**config.mk**
```make
export PLATFORM = sky130hd
export DESIGN_NAME = vga_scan_out
export DESIGN_NICKNAME = d
export VERILOG_FILES = /design/src/rtl/vga_scan_out.sv
export SDC_FILE = /design/constraint.sdc
export NUM_CORES = 1
export LEC_CHECK = 0
export CAP_MARGIN = 20
export CORE_ASPECT_RATIO = 1.4
export CORE_MARGIN = 2
export CORE_UTILIZATION = 42
export DETAILED_ROUTE_END_ITERATION = 6
export GPL_TIMING_DRIVEN = 0
export PLACE_DENSITY = 0.85
export SYNTH_ARGS = -nofsm -noshare
export SYNTH_HDL_FRONTEND = slang
export SYNTH_SLANG_ARGS = --single-unit
```
**constraint.sdc**
```tcl
create_clock -name clk -period 1.5 [get_ports clk]
set_input_delay 0.225 -clock clk [delete_from_list [all_inputs] [get_ports clk]]
set_output_delay 0.225 -clock clk [all_outputs]
set_load 0.005 [all_outputs]
```
**src/rtl/vga_scan_out.sv**
```systemverilog
// -----------------------------------------------------------------------------
// vga_scan_out
//
// Raster timing generator and pin driver for 640x480@60 Hz VGA (timing is
// parameterised). Publishes the current scan coordinate to the upstream colour
// path and registers the returned RGB332 value onto the pins. The value is
// blanked outside the visible area. Syncs are registered alongside the colour
// so that pins, hsync and vsync all refer to the same pixel. A one-clk
// frame_tick marks the wrap from the last pixel of a frame back to (0,0).
//
// Ports
//   clk        in   system clock, all logic on the rising edge
//   reset      in   synchronous active-high reset (priority over pix_en)
//   pix_en     in   pixel-clock enable strobe
//   rouge      in   [2:0] red from colour decoder for coordinate x/y
//   vert       in   [2:0] green from colour decoder
//   bleu       in   [1:0] blue from colour decoder
//   x          out  [9:0] horizontal counter, 0..H_TOTAL-1
//   y          out  [9:0] vertical counter, 0..V_TOTAL-1
//   visible    out  combinational, x < H_ACTIVE and y < V_ACTIVE
//   frame_tick out  one-clk pulse on the end-of-frame wrap
//   vga_r      out  [2:0] registered red pin
//   vga_g      out  [2:0] registered green pin
//   vga_b      out  [1:0] registered blue pin
//   hsync      out  registered horizontal sync, active low
//   vsync      out  registered vertical sync, active low
// -----------------------------------------------------------------------------
module vga_scan_out #(
  parameter int H_ACTIVE = 640,
  parameter int H_FP     = 16,
  parameter int H_SYNC   = 96,
  parameter int H_BP     = 48,
  parameter int V_ACTIVE = 480,
  parameter int V_FP     = 10,
  parameter int V_SYNC   = 2,
  parameter int V_BP     = 33
) (
  input  logic       clk,
  input  logic       reset,
  input  logic       pix_en,
  input  logic [2:0] rouge,
  input  logic [2:0] vert,
  input  logic [1:0] bleu,
  output logic [9:0] x,
  output logic [9:0] y,
  output logic       visible,
  output logic       frame_tick,
  output logic [2:0] vga_r,
  output logic [2:0] vga_g,
  output logic [1:0] vga_b,
  output logic       hsync,
  output logic       vsync
);

  localparam int H_TOTAL = H_ACTIVE + H_FP + H_SYNC + H_BP;
  localparam int V_TOTAL = V_ACTIVE + V_FP + V_SYNC + V_BP;

  localparam logic [9:0] H_LAST = 10'(H_TOTAL - 1);
  localparam logic [9:0] V_LAST = 10'(V_TOTAL - 1);

  // Boundaries are held one bit wider than the counters so a sync pulse that
  // ends exactly at a total of 1024 does not wrap to zero.
  localparam logic [10:0] H_VIS_END = 11'(H_ACTIVE);
  localparam logic [10:0] V_VIS_END = 11'(V_ACTIVE);
  localparam logic [10:0] HS_START  = 11'(H_ACTIVE + H_FP);
  localparam logic [10:0] HS_END    = 11'(H_ACTIVE + H_FP + H_SYNC);
  localparam logic [10:0] VS_START  = 11'(V_ACTIVE + V_FP);
  localparam logic [10:0] VS_END    = 11'(V_ACTIVE + V_FP + V_SYNC);

  logic [9:0] x_q, x_d;
  logic [9:0] y_q, y_d;
  logic [2:0] r_q, r_d;
  logic [2:0] g_q, g_d;
  logic [1:0] b_q, b_d;
  logic       hsync_q, hsync_d;
  logic       vsync_q, vsync_d;
  logic       tick_q, tick_d;

  logic       vis;
  logic       x_last;
  logic       y_last;
  logic       in_hsync;
  logic       in_vsync;

  // All decodes use the pre-increment counters, i.e. the pixel that the
  // upstream colour path is currently producing.
  assign vis      = ({1'b0, x_q} < H_VIS_END) && ({1'b0, y_q} < V_VIS_END);
  assign x_last   = (x_q == H_LAST);
  assign y_last   = (y_q == V_LAST);
  assign in_hsync = ({1'b0, x_q} >= HS_START) && ({1'b0, x_q} < HS_END);
  assign in_vsync = ({1'b0, y_q} >= VS_START) && ({1'b0, y_q} < VS_END);

  // Next-state logic for the counters and the pin registers.
  always_comb begin
    // NOTE: every output of this block gets a default first, so a path that
    // skips an assignment holds the register instead of inferring a latch.
    x_d     = x_q;
    y_d     = y_q;
    r_d     = r_q;
    g_d     = g_q;
    b_d     = b_q;
    hsync_d = hsync_q;
    vsync_d = vsync_q;
    tick_d  = 1'b0;

    if (pix_en) begin
      if (x_last) begin
        x_d = '0;
        y_d = y_last ? '0 : y_q + 10'd1;
      end else begin
        x_d = x_q + 10'd1;
      end

      r_d     = vis ? rouge : '0;
      g_d     = vis ? vert  : '0;
      b_d     = vis ? bleu  : '0;
      hsync_d = ~in_hsync;
      vsync_d = ~in_vsync;
      // Pulse only on the enabled edge that wraps the whole raster; the
      // register falls back to 0 on the following clk because pix_en is a
      // strobe (or, if tied high, the next pixel is no longer the last).
      tick_d  = x_last && y_last;
    end
  end

  always_ff @(posedge clk) begin
    // NOTE: sequential state uses non-blocking assignments so every register
    // samples the pre-edge value of every other register.
    if (reset) begin
      x_q     <= '0;
      y_q     <= '0;
      r_q     <= '0;
      g_q     <= '0;
      b_q     <= '0;
      hsync_q <= 1'b1;
      vsync_q <= 1'b1;
      tick_q  <= 1'b0;
    end else begin
      x_q     <= x_d;
      y_q     <= y_d;
      r_q     <= r_d;
      g_q     <= g_d;
      b_q     <= b_d;
      hsync_q <= hsync_d;
      vsync_q <= vsync_d;
      tick_q  <= tick_d;
    end
  end

  assign x          = x_q;
  assign y          = y_q;
  assign visible    = vis;
  assign frame_tick = tick_q;
  assign vga_r      = r_q;
  assign vga_g      = g_q;
  assign vga_b      = b_q;
  assign hsync      = hsync_q;
  assign vsync      = vsync_q;

endmodule
```
# --- Word level (Yosys, flattened, before mapping) ---
# Index checks and enable logic that the tools add are counted.
totals:
  rom_bits: 0
  ff_bits: 31
  mem_bits_rw: 0
  in_bits: 11
  wordCells: 32
  latchBits: 0
  output_inout_bits: 32
  mem_count: 0
op_classes:
  add_sub_neg: 2
  n_mux: 5
  n_reduce_logical: 6
  n_eq_ne: 2
  bitwise: 3
  order_cmp: 6
  multipliers: 0
  div_mod_pow: 0
  n_shift: 0
op_table:
  columns: ["operator", "n"]
  rows:
  - ["$add A10 B1 Y10 const B", 2]
  - ["$eq A10 B10 Y1 const B", 2]
  - ["$lt A10 B10 Y1 const B", 2]
  - ["$lt A10 B9 Y1 const B", 2]
  - ["$mux W10", 2]
  - ["$ge A10 B10 Y1 const B", 1]
  - ["$ge A10 B9 Y1 const B", 1]
  - ["$mux W3", 2]
  - ["$logic_and A1 B1 Y1", 4]
  - ["$not A1 Y1", 3]
  - ["$mux W2", 1]
  - ["$reduce_and A2 Y1", 1]
  - ["$reduce_or A2 Y1", 1]

# --- Longest topological paths before layout ---
logic_depth:
  ltp_word: 3
  ltp_mapped: 6
  depth_no_buf: 6

# --- Least setup slack after synthesis ---
# No wires, ideal clock.
synth_timing:
  kind: "reg-to-reg"
  start: "reg x_q[5], in the netlist x[5]"
  end: "reg y_q[7], in the netlist y[7]"
  setup_ns: 0.070
  t_required_ns: 1.430
  slack_ns: -0.073
  period_less_slack_ns: 1.573
  stages_incl_launch_ff: 6
  arrival_time_ns: 1.503
  n_path_buf: 1
  cell_sequence: "dfxtp_1 > buf_6 > nor4b_4 > nand4_4 > or4_1 > a21oi_1"
synth_between:
  elab_chain_len: 2
synth_lines:
  columns: ["item", "line_no", "text"]
  rows:
  - ["start, declared", "70", "logic [9:0] x_q, x_d;"]
  - ["start signal, assigned", "130", "x_q <= '0;"]
  - ["start signal, assigned", "139", "x_q <= x_d;"]
  - ["$eq A10 B10 Y1", "88", "assign x_last = (x_q == H_LAST);"]
  - ["$reduce_and A2 Y1 (no source line)", null, null]
  - ["end signal, assigned", "140", "y_q <= y_d;"]
  - ["end, declared", "71", "logic [9:0] y_q, y_d;"]
# Every way passes these cells.
# A chain may end at the register's enable or synchronous reset.

# --- Worst setup path after layout ---
layout_timing:
  start: "reg x_q[6], in the netlist x[6]"
  end: "reg y_q[1], in the netlist y[1]"
# The elaborated chain is that of the path after synthesis.

==> results_dict.tcl <==
set metrics [dict create \
    maxSlewViolCount 0 \
    r2r_slack_ns -0.12 \
    rows 25 \
    clk_pin_slew_worst_paths_ns 0.06 \
    cts_root_buffer "clkbuf_8" \
    ys_ff_latch 31 \
    htree_levels 2 \
    seqPwrFrac_pct 52.7 \
    stdcell_count 272 \
    p_sw_share_pct 23.2 \
    grt.overflow.total 0 \
    cts_tree "done" \
    synth_area_mm2 0.00151 \
    yosysWarnings 0 \
    whs_endpoint "vsync" \
    die_area_mm2 0.00409 \
    rsz0062_at_grt "yes" \
    comb_power_share_pct 8.4 \
    fin_crit_sh_pct 108 \
    antenna_found_initial 0 \
    clock_skew_ns 0.00333 \
    routedWlPerCell_um 15.6 \
    cp-end-kind "flip-flop" \
    yosysMostFrequentCell "dfxtp_1" \
    synth_area_per_cell_um2 9.01 \
    reg2regPathDepth 4 \
    track_usage_pct 21.5 \
    nFillCells 265 \
    drt_drc_violations_left 0 \
    die_w_um 54.6 \
    path_cells "nor4b_4 > nand4_4 > or3b_2 > a21oi_1" \
    slew_headroom_pct 66.7 \
    port_buffers 41 \
    routabilityCongestion 0.806 \
    status "finished with violations" \
    leakage_nw 0.852 \
    yosys.area.top_type_share_pct 41.2 \
    cts_buffer_depth 2 \
    timing.rr.end "y[1]" \
    grt_pass1_wl_um 6310 \
    period_minus_slack_ns 1.62 \
    hold_depth 3 \
    grt_max_degree 12 \
    ys.flop_type "dfxtp_1" \
    hp-start "pix_en" \
    start_kind "flip-flop" \
    die_h_um 74.8 \
    core_mm2 0.00341 \
    critPathKind "reg -> reg" \
    numCtsBuffers 5 \
    wl_um 4240 \
    hold_viol_final 0 \
    p_int_mw 1.23 \
    grt_pass1_vias 1380 \
    synth_top_cell_by_area "dfxtp_1" \
    drive_above_1_share_pct 32.8 \
    failed_checks "setup timing" \
    irDropWorstVdd_v 0.000634 \
    yosys-top-cells-area "dfxtp_1, a21oi_1, nand3_1, nand2b_1, nand4_1" \
    io_pins 43 \
    numPlacedInstances 248 \
    crit_arrival_ns 1.82 \
    synth_cell_types 39 \
    synthesis.nets 182 \
    drt-pass1-iter-count 4 \
    cp_slowest_stage_delay_ns 0.50 \
    synthToLayoutAreaGrowth_pct 56.5 \
    p_per_area_mw_per_mm2 682 \
    async_reset_ff_share_pct 0 \
    initial_core_util_pct 44.1 \
    p_sw_uw 372 \
    hp-class "in -> reg" \
    setup_slack_ns -0.123 \
    setup_violations 10 \
    crit_fanout 7 \
    synth-edff-count 0 \
    rr_startpoint "x[6]" \
    tightest_slew_ns 0.500 \
    slowest_stage "or3b_2" \
    n_antenna_cell 0 \
    worstPathRequired_ns 1.70 \
    tns_ns -0.697 \
    drtIter0Drc 41 \
    cts.sinks 31 \
    finalNetCount 246 \
    drtAntennaViolNets 0 \
    synth_commonest_cells "dfxtp_1, a21oi_1, nand3_1" \
    crit_family "simple AND/OR/NAND/NOR gates" \
    crit_buf_inv 0 \
    synth-seq-area-share_pct 41.2 \
    synthCells 167 \
    fmax_ghz 0.616 \
    clock_power_share_pct 38.8 \
    clk_latency_ns 0.28 \
    maxCapViolations 0 \
    drt-vias-per-instance 5.59 \
    vias 1521 \
    place_hpwl_um 2470 \
]
[power by group through the flow]
| stage | sequential, mW | combinational, mW | clock (mW) |
|---|---|---|---|
| 2_1_floorplan | 0.874 | 0.0547 | 0 |
| 3_3_place_gp | 0.874 | 0.126 | 0 |
| 3_5_place_dp | 0.875 | 0.128 | 0 |
| 4_1_cts | 0.851 | 0.133 | 0.635 |
| 5_1_grt | 0.849 | 0.147 | 0.677 |
| 6_report | 0.847 | 0.135 | 0.624 |
[metrics by stage]
step                      instance area [µm²]  setup WS, ns  total power [mW]  util (%)  hold slack (ns)
after floorplan                          1510       -0.0637             0.929         -            0.304
after global placement                   1970        -0.407              1.00      57.9            0.456
after detailed placement                 1970        -0.446              1.00      57.9            0.466
after CTS                                2260        -0.116              1.62      66.2            0.241
after global routing                     2360        -0.180              1.67      69.1            0.277
final                                    2360        -0.123              1.61      69.1            0.263
[worst register-to-register path, cell delays in order, from the launching register on]
cell	delay [ns]
dfxtp_4	0.36
nor4b_4	0.31
nand4_4	0.20
or3b_2	0.50
a21oi_1	0.17
[cells in the final DEF, fill, tap and decap left out, types with 2 or more instances in the layout]
cell type / count
a21oi_1: 12
a21oi_2: 5
and3_2: 2
and4_4: 2
buf_4: 12
buf_6: 6
clkbuf_1: 4
clkbuf_8: 5
clkdlybuf4s50_1: 38
dfxtp_1: 11
dfxtp_2: 13
dfxtp_4: 7
dlymetal6s2s_1: 2
ha_1: 2
ha_4: 2
inv_1: 5
nand2_1: 7
nand2b_1: 10
nand3_1: 13
nand4_1: 9
nor2_1: 12
nor3_1: 3
o21ai_0: 3
o21ai_1: 2
o21bai_4: 2
or3_1: 2
or3_4: 3
xnor2_1: 5
xor2_1: 5
[state kept, by name (all words and copies together), names as in the netlist]
| name | cells |
|---|---|
| vsync | 1 |
| frame_tick | 1 |
| x | 10 |
| y | 10 |
| vga_b | 2 |
| vga_g | 3 |
| vga_r | 3 |
| hsync | 1 |
[layer usage]
| layer | GRT usage (%) | vias to the layer above | share of wire [%] |
|---|---|---|---|
| li1 | - | 728 | - |
| met1 | 24.0 | 732 | 41 |
| met2 | 35.6 | 53 | 52 |
| met3 | 6.94 | 8 | 5.2 |
| met4 | 10.8 | 0 | 2.2 |
| met5 | 0 | - | 0 |
[timing repair]
| item | CTS | global route |
|---|---|---|
| buffers inserted | 13 | 5 |
| pin swaps | 14 | 8 |
| resized for setup | 39 | 30 |
| cloned | 1 | 0 |
| hold buffers | 0 | 0 |
| endpoints found under the setup margin | 30 | 25 |
[cell families (layout without fill, tap and decap cells)]
| group | after synthesis | in the layout | synth area share (%) |
|---|---|---|---|
| AOI/OAI and AO/OA | 28 | 29 | 10.5 |
| buffers and inverters | 14 | 78 | 5.24 |
| and+or+nand+nor | 79 | 79 | 33.3 |
| xor gates and xnor gates | 10 | 10 | 5.82 |
| muxes | 1 | 1 | 0.665 |
| adders and majority gates | 4 | 4 | 3.33 |
| DFF | 31 | 31 | 41.2 |
[worst max path at each step]
stage,startpoint,endpoint,depth (start not counted)
6_report,x[6],y[1],4
5_1_grt,x[6],y[1],4
4_1_cts,x[5],y[7],4
3_5_place_dp,y[6],visible,3
3_3_place_gp,y[6],visible,3
2_1_floorplan,x[6],y[7],5
[layout make-up]
class	instances	area [µm²]	share of cell area [%]
Multi-Input combinational cell	123	925	39.2
Sequential cell	31	663	28.1
Timing Repair Buffer	59	581	24.6
Clock buffer	7	76.3	3.24
Tap cell	40	50.0	2.12
Buffer	5	33.8	1.43
Inverter	6	22.5	0.956
Clock inverter	1	5.00	0.212
(Power assumes the default switching activity.)
